===== src/rtl/fp_pkg.sv =====
// Shared single-precision constants, FSM state type and sign helpers for the
// floating-point arithmetic blocks.
package fp_pkg;

    localparam int XLEN      = 32;
    localparam int EXP_BITS  = 8;
    localparam int MANT_BITS = 23;
    localparam int BIAS      = 127;
    localparam int DIV_ITERS = 26;

    localparam logic [XLEN-1:0] QNAN    = 32'h7FC0_0000;
    localparam logic [XLEN-1:0] POS_INF = 32'h7F80_0000;

    typedef enum logic [2:0] {
        IDLE,
        UNPACK,
        DIVIDE,
        NORMALIZE,
        ROUND,
        DONE
    } state_t;

    function automatic logic [XLEN-1:0] signed_inf(input logic s);
        return POS_INF | {s, {(XLEN-1){1'b0}}};
    endfunction

    function automatic logic [XLEN-1:0] signed_zero(input logic s);
        return {s, {(XLEN-1){1'b0}}};
    endfunction

endpackage


===== src/rtl/float_division_if.sv =====
// Request/response bundle of the iterative divider: the requester drives
// start/A/B, the divider returns busy/done/result and exception flags.
interface float_division_if #(
    parameter int XLEN = fp_pkg::XLEN
);
    logic            start;
    logic [XLEN-1:0] A;
    logic [XLEN-1:0] B;
    logic            busy;
    logic            done;
    logic [XLEN-1:0] result;
    logic            div_by_zero;
    logic            overflow;
    logic            underflow;

    modport master (
        output start, A, B,
        input  busy, done, result, div_by_zero, overflow, underflow
    );

    modport slave (
        input  start, A, B,
        output busy, done, result, div_by_zero, overflow, underflow
    );
endinterface


===== src/rtl/fp_classify.sv =====
// Combinational operand classifier; subnormals (exp = 0) report as zero since
// the arithmetic blocks flush them.
module fp_classify
    import fp_pkg::*;
(
    input  logic [EXP_BITS-1:0]  exp,
    input  logic [MANT_BITS-1:0] frac,
    output logic                 is_zero,
    output logic                 is_inf,
    output logic                 is_nan,
    output logic                 is_normal
);

    always_comb begin
        is_zero   = (exp == '0);
        is_inf    = (exp == '1) && (frac == '0);
        is_nan    = (exp == '1) && (frac != '0);
        is_normal = (exp != '0) && (exp != '1);
    end

endmodule


===== src/rtl/float_division.sv =====
// Single-precision divider: restoring mantissa division, one quotient bit per
// cycle, round-to-nearest-even, flush-to-zero; fixed 29-cycle latency.
module float_division
    import fp_pkg::*;
#(
    parameter int XLEN = fp_pkg::XLEN
) (
    input logic             clk,
    input logic             rst,
    float_division_if.slave bus
);

    localparam int MW = MANT_BITS + 1;
    localparam int QW = DIV_ITERS;
    localparam int RW = MW + 1;
    localparam logic [4:0]        LAST_ITER = 5'(DIV_ITERS - 1);
    localparam logic signed [9:0] BIAS_S    = 10'(BIAS);
    localparam logic signed [9:0] EXP_MAX   = 10'((1 << EXP_BITS) - 1);

    state_t     state_q, state_d;
    logic [4:0] iter_q;
    logic       accept;
    logic       busy_c, done_c;

    logic [XLEN-1:0] a_p0, b_p0;
    logic a_zero, a_inf, a_nan, a_norm;
    logic b_zero, b_inf, b_nan, b_norm;

    logic                  sign_u, spec_u, dbz_u;
    logic signed [9:0]     exp_u;
    logic [XLEN-1:0]       spec_res_u;

    logic                  sign_p1, spec_p1, spec_dbz_p1;
    logic [XLEN-1:0]       spec_res_p1;
    logic signed [9:0]     exp_p1;
    logic [RW-1:0]         rem_p1;
    logic [MW-1:0]         div_p1;
    logic [QW-1:0]         quo_p1;

    logic                  take;
    logic [RW-1:0]         diff, rem_sel;

    logic [QW-1:0]         mant_p2;
    logic signed [9:0]     exp_p2;
    logic                  sticky_p2;

    logic [MW:0]           rnd;
    logic signed [9:0]     exp_r;
    logic [MANT_BITS-1:0]  frac_r;
    logic [XLEN+1:0]       pack_r;

    logic [XLEN-1:0]       result_q;
    logic                  dbz_q, ovf_q, unf_q;

    // m holds 24 significand bits, then guard, then round; a carry-out lands in bit MW.
    function automatic logic [MW:0] round_rne(input logic [QW-1:0] m, input logic sticky);
        logic up;
        up = m[1] & (m[0] | sticky | m[2]);
        return {1'b0, m[QW-1:2]} + {{MW{1'b0}}, up};
    endfunction

    // Returns {overflow, underflow, word}.
    function automatic logic [XLEN+1:0] saturate(input logic s, input logic signed [9:0] e,
                                                 input logic [MANT_BITS-1:0] f);
        if (e >= EXP_MAX) begin
            return {2'b10, signed_inf(s)};
        end else if (e <= 10'sd0) begin
            return {2'b01, signed_zero(s)};
        end else begin
            return {2'b00, s, e[EXP_BITS-1:0], f};
        end
    endfunction

    assign accept = (state_q == IDLE) && bus.start;

    always_ff @(posedge clk) begin
        if (rst) begin
            state_q <= IDLE;
        end else begin
            state_q <= state_d;
        end
    end

    always_comb begin
        state_d = state_q;
        case (state_q)
            IDLE:      if (bus.start) state_d = UNPACK;
            UNPACK:    state_d = DIVIDE;
            DIVIDE:    if (iter_q == LAST_ITER) state_d = NORMALIZE;
            NORMALIZE: state_d = ROUND;
            ROUND:     state_d = DONE;
            DONE:      state_d = IDLE;
            default:   state_d = IDLE;
        endcase
    end

    always_comb begin
        busy_c = (state_q == UNPACK) || (state_q == DIVIDE) ||
                 (state_q == NORMALIZE) || (state_q == ROUND);
        done_c = (state_q == DONE);
    end

    always_ff @(posedge clk) begin
        if (rst) begin
            iter_q <= '0;
        end else if (state_q == DIVIDE) begin
            iter_q <= iter_q + 5'd1;
        end else begin
            iter_q <= '0;
        end
    end

    fp_classify u_cls_a (
        .exp      (a_p0[MANT_BITS +: EXP_BITS]),
        .frac     (a_p0[MANT_BITS-1:0]),
        .is_zero  (a_zero),
        .is_inf   (a_inf),
        .is_nan   (a_nan),
        .is_normal(a_norm)
    );

    fp_classify u_cls_b (
        .exp      (b_p0[MANT_BITS +: EXP_BITS]),
        .frac     (b_p0[MANT_BITS-1:0]),
        .is_zero  (b_zero),
        .is_inf   (b_inf),
        .is_nan   (b_nan),
        .is_normal(b_norm)
    );

    // Stage p0 -> p1: sign, biased exponent and special-case outcome.
    always_comb begin
        sign_u     = a_p0[XLEN-1] ^ b_p0[XLEN-1];
        exp_u      = $signed({2'b00, a_p0[MANT_BITS +: EXP_BITS]})
                   - $signed({2'b00, b_p0[MANT_BITS +: EXP_BITS]}) + BIAS_S;
        spec_u     = !(a_norm && b_norm);
        dbz_u      = 1'b0;
        spec_res_u = '0;
        if (a_nan || b_nan || (a_zero && b_zero) || (a_inf && b_inf)) begin
            spec_res_u = QNAN;
        end else if (a_inf) begin
            spec_res_u = signed_inf(sign_u);
        end else if (b_inf || a_zero) begin
            spec_res_u = signed_zero(sign_u);
        end else if (b_zero) begin
            spec_res_u = signed_inf(sign_u);
            dbz_u      = 1'b1;
        end
    end

    // Stage p1 iteration: trial subtraction of the divisor from the partial remainder.
    always_comb begin
        take    = (rem_p1 >= {1'b0, div_p1});
        diff    = rem_p1 - {1'b0, div_p1};
        rem_sel = take ? diff : rem_p1;
    end

    always_ff @(posedge clk) begin
        if (accept) begin
            a_p0 <= bus.A;
            b_p0 <= bus.B;
        end
        case (state_q)
            UNPACK: begin
                sign_p1     <= sign_u;
                exp_p1      <= exp_u;
                rem_p1      <= {1'b0, 1'b1, a_p0[MANT_BITS-1:0]};
                div_p1      <= {1'b1, b_p0[MANT_BITS-1:0]};
                quo_p1      <= '0;
                spec_p1     <= spec_u;
                spec_res_p1 <= spec_res_u;
                spec_dbz_p1 <= dbz_u;
            end
            DIVIDE: begin
                rem_p1 <= rem_sel << 1;
                quo_p1 <= {quo_p1[QW-2:0], take};
            end
            NORMALIZE: begin
                mant_p2   <= quo_p1[QW-1] ? quo_p1 : {quo_p1[QW-2:0], 1'b0};
                exp_p2    <= quo_p1[QW-1] ? exp_p1 : exp_p1 - 10'sd1;
                sticky_p2 <= |rem_p1;
            end
            default: ;
        endcase
    end

    // Stage p2 -> output: round, fold carry into the exponent, saturate.
    always_comb begin
        rnd    = round_rne(mant_p2, sticky_p2);
        exp_r  = rnd[MW] ? exp_p2 + 10'sd1 : exp_p2;
        frac_r = rnd[MW] ? rnd[MW-1:1] : rnd[MANT_BITS-1:0];
        pack_r = saturate(sign_p1, exp_r, frac_r);
    end

    always_ff @(posedge clk) begin
        if (rst) begin
            result_q <= '0;
            dbz_q    <= 1'b0;
            ovf_q    <= 1'b0;
            unf_q    <= 1'b0;
        end else if (state_q == ROUND) begin
            if (spec_p1) begin
                result_q <= spec_res_p1;
                dbz_q    <= spec_dbz_p1;
                ovf_q    <= 1'b0;
                unf_q    <= 1'b0;
            end else begin
                {ovf_q, unf_q, result_q} <= pack_r;
                dbz_q                    <= 1'b0;
            end
        end
    end

    assign bus.busy        = busy_c;
    assign bus.done        = done_c;
    assign bus.result      = result_q;
    assign bus.div_by_zero = dbz_q;
    assign bus.overflow    = ovf_q;
    assign bus.underflow   = unf_q;

endmodule


===== src/flat_wrapper.sv =====
// flat-port wrapper written by rule: the top's interface ports become plain ports
module float_division_flat import fp_pkg::*;
#(
    parameter int XLEN = fp_pkg::XLEN
)
  (clk, rst, bus_start, bus_A, bus_B, bus_busy, bus_done, bus_result, bus_div_by_zero, bus_overflow, bus_underflow);
  float_division_if #(.XLEN(XLEN)) bus_i ();
  input logic clk;
  input logic rst;
  input wire logic [$bits(bus_i.start)-1:0] bus_start;
  input wire logic [$bits(bus_i.A)-1:0] bus_A;
  input wire logic [$bits(bus_i.B)-1:0] bus_B;
  output wire logic [$bits(bus_i.busy)-1:0] bus_busy;
  output wire logic [$bits(bus_i.done)-1:0] bus_done;
  output wire logic [$bits(bus_i.result)-1:0] bus_result;
  output wire logic [$bits(bus_i.div_by_zero)-1:0] bus_div_by_zero;
  output wire logic [$bits(bus_i.overflow)-1:0] bus_overflow;
  output wire logic [$bits(bus_i.underflow)-1:0] bus_underflow;
  assign bus_i.start = bus_start;
  assign bus_i.A = bus_A;
  assign bus_i.B = bus_B;
  assign bus_busy = bus_i.busy;
  assign bus_done = bus_i.done;
  assign bus_result = bus_i.result;
  assign bus_div_by_zero = bus_i.div_by_zero;
  assign bus_overflow = bus_i.overflow;
  assign bus_underflow = bus_i.underflow;
  float_division #(.XLEN(XLEN)) u_core (.clk(clk), .rst(rst), .bus(bus_i));
endmodule

===== config.mk =====
export PLATFORM = sky130hd
export DESIGN_NAME = float_division_flat
export DESIGN_NICKNAME = d
export VERILOG_FILES = /design/src/rtl/fp_pkg.sv /design/src/rtl/float_division_if.sv /design/src/rtl/fp_classify.sv /design/src/rtl/float_division.sv /design/src/flat_wrapper.sv
export SDC_FILE = /design/constraint.sdc
export NUM_CORES = 1
export LEC_CHECK = 0
export BUFFER_PORTS_ARGS = -buffer_cell sky130_fd_sc_hd__buf_2
export CELL_PAD_IN_SITES_DETAIL_PLACEMENT = 1
export CELL_PAD_IN_SITES_GLOBAL_PLACEMENT = 1
export CORE_MARGIN = 3
export CORE_UTILIZATION = 40
export DETAILED_ROUTE_END_ITERATION = 8
export PLACE_DENSITY = 0.82
export SLEW_MARGIN = 25
export SYNTH_ARGS = -nofsm -noshare
export SYNTH_HDL_FRONTEND = slang
export SYNTH_SLANG_ARGS = --single-unit

===== constraint.sdc =====
create_clock -name clk -period 7.4 [get_ports clk]
set_clock_uncertainty 0.05 [all_clocks]
set_input_delay 0.74 -clock clk [delete_from_list [all_inputs] [get_ports clk]]
set_output_delay 0.74 -clock clk [all_outputs]
set_load 0.01 [all_outputs]

==> results of run 1 <==
## final cells by class
class | instances | area [um^2]
fill | 3044 | 14700
tap | 378 | 473
timing repair buffer | 110 | 568
inverter | 51 | 191
sequential | 234 | 6600
multi-input combinational | 683 | 4620
clock buffer | 38 | 783
antenna | 2 | 5.00
clock inverter | 10 | 130
## routing by layer
layer,vias up,part of all wire (%),track usage [%],wire [um]
met3,44,3.5,2.29,977
met5,-,0,0,0
met1,3987,44,22.4,12000
li1,3895,-,-,-
met2,170,50,31.1,13900
met4,0,2.6,5.21,727
## power by group
group	internal, mW	leakage (nW)	switching (mW)	total (mW)
clock	0.837	0.453	0.511	1.35
sequential	1.54	2.13	0.0607	1.60
combinational	0.175	2.45	0.270	0.445
## kinds of logic after synthesis
group / synth area share [%]
xor gates and xnor gates: 5.25
buffers and inverters: 2.98
and+or+nand+nor: 16.5
AOI/OAI and AO/OA: 10.5
DFF: 57.3
muxes: 3.14
adders and majority gates: 4.37
## metrics by stage
stage | hold slack, ns | utilization [%] | instances
2_1_floorplan | 0.377 | - | 1004
3_3_place_gp | 0.382 | 44.3 | 1456
3_5_place_dp | 0.386 | 44.3 | 1456
4_1_cts | 0.302 | 47.5 | 1504
5_1_grt | 0.304 | 47.6 | 1506
6_report | 0.326 | 47.6 | 1506
## registers in the layout, summed over array words and instances (netlist names), 5 cells and up
register	flops
u_core.rem_p1	25
u_core.div_p1	23
u_core.quo_p1	26
u_core.iter_q	5
u_core.exp_p1	10
u_core.a_p0	32
u_core.bus.result	32
u_core.b_p0	32
u_core.exp_p2	10
u_core.mant_p2	26
## cell usage in the layout, fill, tap and decap left out, types with 8 or more instances in the layout
cell / count
xnor2_1: 40
nand4_1: 15
mux2_2: 25
clkbuf_16: 28
nor3_1: 24
nor2_1: 75
and3_1: 8
nand2_1: 83
nand3_1: 27
o21ai_0: 26
xor2_1: 29
and2_1: 38
a21oi_1: 67
edfxtp_1: 191
o21ai_2: 10
nor4_1: 28
mux2i_1: 8
dfxtp_1: 43
a22o_1: 10
buf_2: 103
nand2b_1: 12
or2_2: 9
inv_1: 51
ha_1: 37
## how the worst min path moves through the flow
stage / endpoint / slack [ns] / cells after the start
2_1_floorplan: u_core.div_p1[10] / 0.38 / 0
3_3_place_gp: u_core.div_p1[6] / 0.38 / 0
3_5_place_dp: u_core.bus.result[7] / 0.39 / 2
4_1_cts: u_core.a_p0[28] / 0.30 / 1
5_1_grt: u_core.a_p0[13] / 0.30 / 1
6_report: u_core.b_p0[10] / 0.33 / 1
## critical path: stages (launching register included)
cell and delay (ns):
edfxtp_1 0.39, and2_1 0.17, ha_1 0.21, inv_1 0.10, or4_4 0.62, nor4_1 0.37
xor2_1 0.15, or2_2 0.39, a2111oi_4 0.84, nand2_4 0.26, o21ai_2 0.20
==> impl_metrics.yaml, run 1 <==
outcome:
  status: "finished, final reports clean"
setup_path:
  setup.worst_path.start_class: "flip-flop"
  ff2ff_setup_slack_ns: 3.56
  rr_endpoint: "u_core.bus.result[9]"
  crit_end: "u_core.bus.result[9]"
  r2r-start: "u_core.mant_p2[1]"
  critical_path_class: "reg -> reg"
  crit_path_end_kind: "flip-flop"
  rr_worst_depth: 10
  cp_max_fo: 13
  required_ns: 7.80
  startpoint: "u_core.mant_p2[1]"
  worstPathArrival_ns: 4.24
yosys:
  synth.most_common_cell: "edfxtp_1"
  synth_common_cells: "edfxtp_1 (191), nand2_1 (83), nor2_1 (76)"
  yosysTopAreaCellShare_pct: 49.8
  synth_area_leaders: "edfxtp_1 (50%), dfxtp_1 (7.5%), ha_1 (4.0%), xnor2_1 (3.0%), a21oi_1 (2.9%)"
  ys_types: 74
  synth_seq_cells: 234
  ys_async_sr_fraction_pct: 0
  ys_seq_area_share_pct: 57.3
  avgSynthCellArea_um2: 11.5
  yosys.area.top_type: "edfxtp_1"
  syn_area_um2: 11500
  synth_top_flop_cell: "edfxtp_1"
  synth_edf_count: 191
  yosys_warnings: 0
  synth_cells: 1004
  syn_nets: 1110
timing:
  post-route-period-util_pct: 51.9
  tns_ns: 0
  tightestPinTransition_ns: 0.885
  relSlewSlack_pct: 41.0
  rsz0062_at_grt: "false"
  slew_violations: 0
  finalSetupViolations: 0
  setup_ws_ns: 3.56
  fmax_ghz: 0.261
  period_needed_ns: 3.84
  hold_viol: 0
route:
  drt_first_pass_iters: 5
  viasPerCell: 5.38
  drt-initial-drc-count: 466
  drc_errors: 0
  dr_total_vias: 8096
  ant_nets: 0
  routed_wl_um: 27600
  post_drt_wl_per_cell_um: 18.3
floorplanning:
  dieWidth_um: 176
  core_area_um2: 28100
  top_level_ports: 104
  die-area_um2: 30800
  num_rows: 61
  start_util_pct: 41.0
  die_height_um: 176
power_and_ir_drop:
  ir_worst_vdd_mv: 0.177
  report.power.total_mw: 3.39
  leakage_nw: 5.03
  powerDensity_nw_per_um2: 254
grt:
  grt_pass1_vias: 8511
  antenna_found_initial: 2
  grt_util_all_layers_pct: 17.5
  grt_max_degree: 65
  overflow: 0
  grt_pass1_wl_um: 44000
clock_network:
  post_cts_buffers: 0
  cts.sinks: 234
  cts_made_buffers: 26
  h-tree-depth: 1
  worstSkewPairLatency_ns: 0.54
  path_clk_slew_ns: 0.06
  post_cts_resized: 0
  ctsHoldBuffers: 0
  clockBufferDepth: 3
  cts_tree: "built"
  clockRootBuffer: "clkbuf_16"
hold_path:
  hp-class: "in -> reg"
  min_from: "bus_B[10]"
cells_and_area:
  layout-drive-gt1-share_pct: 19.1
  stdcell_area_um2: 13400
  areaGrowthSynthToFinish_pct: 16.1
  fin_nets: 1212
flow_run:
  drv_cap: 0
placed_design:
  port-buffer-count: 103
  gp_congestion: 0.880
  dp_slack_ns: 3.56
  dp_hpwl_um: 20100
  post_dp_cell_area_um2: 12400
Note: power is estimated with default switching activity, not from simulation.
==> inputs of run 2 (changes only) <==
Clock period 7.4 ns to 3.1 ns, I/O delays scaled along.
==> impl_metrics.yaml, run 2 (synthesis results as in run 1) <==
clock_network:
  cts.sinks: 234
  clockRootBuffer: "clkbuf_16"
  worstSkewPairLatency_ns: 0.53
  path_clk_slew_ns: 0.06
  h-tree-depth: 1
  cts_tree: "built"
  cts_made_buffers: 26
  clockBufferDepth: 3
power_and_ir_drop:
  powerDensity_nw_per_um2: 573
  ir_worst_vdd_mv: 0.534
  leakage_nw: 5.55
grt:
  overflow: 0
  antenna_found_initial: 1
  grt_util_all_layers_pct: 19.8
  grt_pass1_vias: 9367
  grt_max_degree: 65
  grt_pass1_wl_um: 49200
setup_path:
  worstPathArrival_ns: 3.43
  critical_path_class: "reg -> reg"
  crit_path_end_kind: "flip-flop"
  required_ns: 3.53
  setup.worst_path.start_class: "flip-flop"
  cp_max_fo: 7
cells_and_area:
  layout-drive-gt1-share_pct: 21.4
  areaGrowthSynthToFinish_pct: 25.3
  final_common_cell: "edfxtp_1"
  fin_nets: 1318
  final_cells: 1612
  stdcell_area_um2: 14400
  seq_area_um2: 6600
  layout_common_cells: "edfxtp_1 (191), buf_2 (103), nand2_1 (83), nor2_1 (75), a21oi_1 (65)"
  fillerInstances: 3032
  multi_input_area_um2: 4710
placed_design:
  port-buffer-count: 103
  post_dp_cell_area_um2: 12700
  dp.cells: 1489
  gp_congestion: 0.907
  dp_slack_ns: -0.0906
  dp_hpwl_um: 21000
timing:
  hold_viol: 0
  tightestPinTransition_ns: 0.812
  fmax_ghz: 0.333
  period_needed_ns: 3.01
  setup_ws_ns: 0.0928
  holdWs_ns: 0.160
  relSlewSlack_pct: 45.4
  post-route-period-util_pct: 97.0
  finalSetupViolations: 0
  rsz0062_at_grt: "true"
  slew_violations: 0
outcome:
  status: "finished, final reports clean"
floorplanning:
  die_height_um: 176
  die-area_um2: 30800
  start_util_pct: 41.0
  dieWidth_um: 176
  num_rows: 61
  core_area_um2: 28100
  top_level_ports: 104
route:
  dr_total_vias: 8608
  drc_errors: 0
  ant_nets: 0
  routed_wl_um: 31200
  viasPerCell: 5.34
  drt_first_pass_iters: 5
  drt-initial-drc-count: 502
  post_drt_wl_per_cell_um: 19.4
hold_path:
  hp-class: "in -> reg"
flow_run:
  drv_cap: 0
## run 2: power breakdown
group	switching [mW]	internal, mW	leakage, nW
logic	0.683	0.520	2.99
registers	0.148	3.67	2.13
clock network	1.28	1.96	0.433
## run 2: final cells by class
cell class	count	share of cell area [%]
diodes	2	0.0347
clock buffers	35	4.96
clock inverters	13	1.24
inverters	51	1.33
multi-input cells	683	32.6
flip-flops and latches	234	45.7
well taps	378	3.28
repair buffers	216	10.8
## run 2: metrics by stage
stage	setup TNS (ns)	power (mW)	utilization [%]
floorplan	0	4.59	-
global placement	0	4.90	45.3
detailed placement	-1.00	4.97	45.3
CTS	0	8.27	50.9
global route	-0.379	8.60	51.3
finish	0	8.26	51.3
## run 2: routing by layer
metal	GRT usage, %	routed length [um]	vias to the layer above
li1	-	-	4103
met1	23.8	12800	4246
met2	36.2	16200	198
met3	2.98	1230	61
met4	6.83	973	0
met5	0	0	-
## run 2: critical path: stages, from the launching register on
cell       delay (ns)
edfxtp_1         0.37
and2_4           0.16
ha_2             0.17
inv_1            0.05
or4_4            0.55
buf_4            0.18
nor4_4           0.20
mux2i_2          0.32
a211oi_4         0.08
a2111oi_4        0.35
buf_6            0.20
buf_4            0.15
a22o_1           0.12
## run 2: final timing paths
path         slack [ns]                endpoint                 start  depth (start not counted)
min                0.16  u_core.bus.div_by_zero                   rst                          2
max reg2reg        0.09   u_core.bus.result[12]     u_core.mant_p2[2]                         12
min reg2reg        0.40    u_core.bus.result[5]  u_core.bus.result[5]                          2
max                0.09   u_core.bus.result[12]     u_core.mant_p2[2]                         12
## run 2: timing repair
item,in CTS,in global routing
hold endpoints to repair,64,0
hold buffers,64,0
cloned,0,0
endpoints found under the setup margin,19,38
resized for setup,6,11
pin swaps,4,9
setup buffers,0,9
